$ cat config.mk
export PLATFORM = sky130hd
export DESIGN_NAME = handshake_msg_rx
export DESIGN_NICKNAME = d
export VERILOG_FILES = /design/src/rtl/handshake_pkg.sv /design/src/rtl/handshake_msg_rx_sync_ff.sv /design/src/rtl/handshake_msg_rx.sv
export SDC_FILE = /design/constraint.sdc
export NUM_CORES = 1
export LEC_CHECK = 0
export BUFFER_PORTS_ARGS = -buffer_cell sky130_fd_sc_hd__buf_4
export CAP_MARGIN = 40
export CORE_UTILIZATION = 54
export DETAILED_ROUTE_END_ITERATION = 10
export PLACE_DENSITY_LB_ADDON = 0.25
export SETUP_SLACK_MARGIN = 0.5
export SLEW_MARGIN = 20
export SYNTH_ARGS = -nofsm -noshare
export SYNTH_HDL_FRONTEND = slang
export SYNTH_HIERARCHICAL = 1
export SYNTH_SLANG_ARGS = --single-unit
$ cat constraint.sdc
create_clock -name clk -period 2.21 [get_ports clk]
set_input_delay 0.1105 -clock clk [delete_from_list [all_inputs] [get_ports clk]]
set_output_delay 0.1105 -clock clk [all_outputs]
set_load 0.05 [all_outputs]
$ cat src/rtl/handshake_pkg.sv
// handshake_pkg
// Shared types and helpers for the SPI message receiver.
//   hs_state_t : receiver FSM states
//   hs_err_t   : error code reported on err_code
//   clog2_min1 : counter width helper that never returns zero bits
package handshake_pkg;

  typedef enum logic [2:0] {
    IDLE,
    ARMED,
    RECEIVE,
    HOLD,
    RELEASE,
    ERROR
  } hs_state_t;

  typedef enum logic [1:0] {
    ERR_NONE,
    ERR_TIMEOUT,
    ERR_ABORT,
    ERR_OVERRUN
  } hs_err_t;

  // Width needed to count 0..v-1, at least one bit so a disabled counter stays legal.
  function automatic int clog2_min1(input int v);
    return (v <= 2) ? 1 : $clog2(v);
  endfunction

endpackage

$ cat src/rtl/handshake_msg_rx_sync_ff.sv
// sync_ff
// Generic multi-flop synchroniser for a single asynchronous pin.
//   clk : destination clock
//   rst : asynchronous active-low reset, clears every stage to 0
//   d   : asynchronous input
//   q   : synchronised output, STAGES clock edges behind d
module sync_ff #(
  parameter int STAGES = 2
) (
  input  logic clk,
  input  logic rst,
  input  logic d,
  output logic q
);

  logic [STAGES-1:0] sync_q;
  logic [STAGES-1:0] sync_d;

  always_comb begin
    sync_d = {sync_q[STAGES-2:0], d};
  end

  always_ff @(posedge clk or negedge rst) begin
    if (!rst) begin
      sync_q <= '0;
    end else begin
      sync_q <= sync_d;
    end
  end

  assign q = sync_q[STAGES-1];

endmodule

$ cat src/rtl/handshake_msg_rx.sv
// handshake_msg_rx
// Four-phase master/slave handshake that collects a fixed-length message
// from the SPI receive shifter and holds it for the downstream consumer.
//   clk          : system clock
//   rst          : asynchronous active-low reset
//   master_ready : asynchronous master readiness line
//   rx_valid     : one-cycle strobe, word present on rx_data
//   rx_data      : received word
//   consume      : one-cycle strobe, downstream took the held message
//   slave_ready  : ready to receive (ARMED or RECEIVE)
//   msg_valid    : complete message held on msg_data (HOLD)
//   msg_data     : word i at [i*DATA_W +: DATA_W], word 0 received first
//   word_count   : words captured in the current message
//   busy         : state is not IDLE
//   err_code     : 00 none, 01 timeout, 10 abort, 11 overrun
module handshake_msg_rx
  import handshake_pkg::*;
#(
  parameter int DATA_W      = 8,
  parameter int MSG_LEN     = 4,
  parameter int TIMEOUT     = 1024,
  parameter int SYNC_STAGES = 2
) (
  input  logic                          clk,
  input  logic                          rst,
  input  logic                          master_ready,
  input  logic                          rx_valid,
  input  logic [DATA_W-1:0]             rx_data,
  input  logic                          consume,
  output logic                          slave_ready,
  output logic                          msg_valid,
  output logic [MSG_LEN*DATA_W-1:0]     msg_data,
  output logic [$clog2(MSG_LEN+1)-1:0]  word_count,
  output logic                          busy,
  output logic [1:0]                    err_code
);

  localparam int CW = $clog2(MSG_LEN + 1);
  localparam int TW = clog2_min1(TIMEOUT);
  localparam logic [CW-1:0] LAST_WORD = CW'(MSG_LEN - 1);
  localparam logic [TW-1:0] TMO_LAST  = TW'((TIMEOUT > 0) ? TIMEOUT - 1 : 0);

  logic                      mr_s;
  hs_state_t                 state_q, state_d;
  logic [CW-1:0]             word_count_q, word_count_d;
  logic [MSG_LEN*DATA_W-1:0] msg_data_q, msg_data_d;
  hs_err_t                   err_q, err_d;
  logic [TW-1:0]             tmo_q, tmo_d;

  sync_ff #(
    .STAGES (SYNC_STAGES)
  ) u_mr_sync (
    .clk (clk),
    .rst (rst),
    .d   (master_ready),
    .q   (mr_s)
  );

  always_ff @(posedge clk or negedge rst) begin
    if (!rst) begin
      state_q      <= IDLE;
      word_count_q <= '0;
      msg_data_q   <= '0;
      err_q        <= ERR_NONE;
      tmo_q        <= '0;
    end else begin
      state_q      <= state_d;
      word_count_q <= word_count_d;
      msg_data_q   <= msg_data_d;
      err_q        <= err_d;
      tmo_q        <= tmo_d;
    end
  end

  always_comb begin
    state_d      = state_q;
    word_count_d = word_count_q;
    msg_data_d   = msg_data_q;
    err_d        = err_q;
    tmo_d        = tmo_q;

    case (state_q)
      IDLE: begin
        if (mr_s) begin
          state_d      = ARMED;
          word_count_d = '0;
          tmo_d        = '0;
          err_d        = ERR_NONE;
        end
      end

      ARMED, RECEIVE: begin
        // A received word wins over abort and timeout, even on the cycle the master drops.
        if (rx_valid) begin
          for (int i = 0; i < MSG_LEN; i++) begin
            if (word_count_q == CW'(i)) begin
              msg_data_d[i*DATA_W +: DATA_W] = rx_data;
            end
          end
          word_count_d = word_count_q + 1'b1;
          tmo_d        = '0;
          if (word_count_q == LAST_WORD) begin
            state_d = HOLD;
          end else if (!mr_s) begin
            state_d = ERROR;
            err_d   = ERR_ABORT;
          end else begin
            state_d = RECEIVE;
          end
        end else if (!mr_s) begin
          // Dropping before any word is a clean withdrawal, not an abort.
          if (state_q == ARMED) begin
            state_d = IDLE;
          end else begin
            state_d = ERROR;
            err_d   = ERR_ABORT;
          end
        end else if ((TIMEOUT > 0) && (tmo_q == TMO_LAST)) begin
          state_d = ERROR;
          err_d   = ERR_TIMEOUT;
        end else begin
          tmo_d = tmo_q + 1'b1;
        end
      end

      HOLD: begin
        if (rx_valid) begin
          err_d = ERR_OVERRUN;
        end
        if (consume) begin
          state_d = mr_s ? RELEASE : IDLE;
        end
      end

      RELEASE: begin
        if (rx_valid) begin
          err_d = ERR_OVERRUN;
        end
        if (!mr_s) begin
          state_d = IDLE;
        end
      end

      ERROR: begin
        if (!mr_s) begin
          state_d = IDLE;
        end
      end

      default: begin
        state_d = IDLE;
      end
    endcase
  end

  always_comb begin
    slave_ready = (state_q == ARMED) || (state_q == RECEIVE);
    msg_valid   = (state_q == HOLD);
    busy        = (state_q != IDLE);
  end

  assign msg_data   = msg_data_q;
  assign word_count = word_count_q;
  assign err_code   = err_q;

endmodule

==> results.json <==
{
  "netlist_area_um2": 2490,
  "placementRows": 24,
  "ant_nets": 0,
  "path_clk_slew_ps": 100,
  "fp.dieH_um": 70.0,
  "regToRegStartpoint": "tmo_q[0]",
  "antenna_cells": 0,
  "slew_violations": 0,
  "drive_above_1_share_pct": 43.5,
  "clk-insertion-delay-late_ps": 310,
  "place_inst": 316,
  "critPathBufInv": 0,
  "gp_congestion": 0.892,
  "die_w_um": 70.0,
  "r2r_slack_ps": 470,
  "synth_compound_area_share_pct": 9.68,
  "final_common_cell": "buf_4",
  "h-tree-depth": 2,
  "cp.required_ps": 2410,
  "grt_overflow": 0,
  "fillers": 272,
  "postSynthAreaPerCell_um2": 11.6,
  "maxCapViolations": 0,
  "syn_to_final_growth_pct": 36.3,
  "coreArea_um2": 4380,
  "fin_area_um2": 3400,
  "rsz0062_at_grt": "true",
  "register_area_um2": 1310,
  "multi_input_area_um2": 1300,
  "fin_crit_ps": 1740,
  "grt_pass1_wl_mm": 8.71,
  "start_util_pct": 56.9,
  "grt_pass1_vias": 1809,
  "numCtsBuffers": 5,
  "path_delay_family": "compound AO/OA/AOI/OAI gates",
  "fin_util_pct": 77.5,
  "crit_fanout": 4,
  "yosys.area_share.simple_pct": 13.6,
  "placed_cell_area_um2": 2970,
  "yosys_warnings": 6,
  "ys_async_sr_fraction_pct": 100,
  "io_buffers": 52,
  "path_cells": "ha_2 -> and3_4 -> nand3_4 -> o211a_1 -> a21oi_4 -> mux2_4",
  "via_per_inst": 5.76,
  "synth_edf_count": 0,
  "drt_wl_total_mm": 5.76,
  "fin_hold_ws_ps": 27.6,
  "critPathSlowestCell": "dfrtp_1",
  "hpwl_mm": 3.45,
  "root_buffer": "clkbuf_8",
  "slowest_delay_ps": 380,
  "antenna_found_initial": 0,
  "final_cells": 346,
  "dieArea_um2": 4900,
  "muxShareOfSynthArea_pct": 15.8,
  "tns_ps": 0,
  "skew_ps": 8.45,
  "finalHoldViolCount": 0,
  "cts_tree": "built",
  "grt_max_degree": 53,
  "wl_per_cell_um": 16.6,
  "drc": 0,
  "path_class": "reg -> reg",
  "synth_seq_cells": 52,
  "startpoint": "tmo_q[0]",
  "hp-class": "in -> reg",
  "via_count": 1992,
  "ir_drop_uv": 967,
  "synth_xor_xnor_area_share_pct": 1.40,
  "final_cell_mix": "buf_4, dfrtp_1, mux2_1, nand2_1",
  "track_usage_pct": 23.0,
  "finalSetupViolCount": 0,
  "worstHoldStart": "rx_data[3]",
  "io_pins": 53,
  "synth_ff_type": "dfrtp_1",
  "cp-start-kind": "register",
  "drt_iter0_drc": 161,
  "status": "finished clean",
  "power.density_nw_per_um2": 1620,
  "yosys.area_share.adder_pct": 4.21,
  "ys_seq_area_share_pct": 52.2,
  "arrival_ps": 1930,
  "synth_top_family_by_area": "multiplexers",
  "p_leak_uw": 0.00161,
  "firstDrtPassIters": 4,
  "period_share_pct": 78.6,
  "cp-end-kind": "register",
  "tightest_slew_ps": 638,
  "syn_inst": 216,
  "final_nets": 312,
  "cts_buffer_depth": 2,
  "syn_nets": 235,
  "fmax_mhz": 576,
  "synth.distinct_cells": 46,
  "max_slew_margin_pct": 57.5,
  "cts.sinks": 52
}
cell families (layout without fill, tap and decap cells):
group / count (synthesis) / in the layout
and+or+nand+nor: 63 / 63
DFF: 52 / 52
AOI/OAI and AO/OA: 35 / 35
muxes: 35 / 35
buffers and inverters: 18 / 96
adders and majority gates: 9 / 9
xor gates and xnor gates: 4 / 4
per-layer routing:
metal	GRT usage [%]	wire length, um
met1	31.2	2580
met2	36.5	2800
met3	5.48	234
met4	7.33	140
met5	0	0
worst paths after layout:
path,end,cells after the start
max reg2reg,err_code[0],6
min,msg_data[11],2
min reg2reg,u_mr_sync/sync_q[1],0
min in group asynchronous,msg_data[8],2
max,err_code[0],6
max in group asynchronous,state_q[0],2
layout make-up:
type / instances / share of cell area, %
clock inverter: 3 / 0.626
multi-input combinational: 146 / 38.3
timing repair buffer: 77 / 17.4
sequential: 52 / 38.5
inverter: 11 / 1.29
tap: 52 / 1.91
clock buffer: 5 / 2.02
through the flow:
| step | worst slack, ps | total power (uW) |
|---|---|---|
| 2_1_floorplan | 423 | 3630 |
| 3_3_place_gp | 276 | 4410 |
| 3_5_place_dp | 225 | 4470 |
| 4_1_cts | 468 | 5180 |
| 5_1_grt | 417 | 5760 |
| 6_report | 473 | 5520 |
cell usage after synthesis, types with 2 or more instances:
master,count,area (um2)
nor2_1,9,33.8
and2_1,2,12.5
nand2b_1,2,12.5
and3_1,3,18.8
xor2_1,4,35.0
nor3_1,3,15.0
a21oi_1,6,30.0
maj3_1,3,30.0
ha_1,6,75.1
mux2_1,34,383
nand3_1,9,45.0
nand2_1,17,63.8
o21ai_0,5,25.0
nand4_1,2,12.5
clkbuf_1,4,15.0
dfrtp_1,52,1300
a311oi_1,2,17.5
nor2_2,2,12.5
nand3_2,2,20.0
a211oi_1,2,15.0
buf_2,2,10.0
nand2_2,3,18.8
o2bb2ai_1,2,17.5
or3_1,3,18.8
inv_1,10,37.5
o21ai_1,7,35.0
flip-flops by register name, indices dropped and copies added (netlist names):
name              count
word_count            3
tmo_q                10
msg_data             32
state_q               3
u_mr_sync/sync_q      2
err_code              2
repair_timing:
action | in CTS | in global routing
pin swaps | 1 | 9
setup endpoints to repair | 47 | 43
gates resized for setup | 10 | 27
buffers inserted | 11 | 9
hold buffers | 2 | 0
endpoints found under the hold margin | 53 | 0
where the power goes:
part	switching (uW)	total [uW]	internal, uW
Sequential	226	1540	1310
Combinational	2210	3430	1220
Clock	333	558	225
No activity file was read; power rests on OpenSTA's default activity.
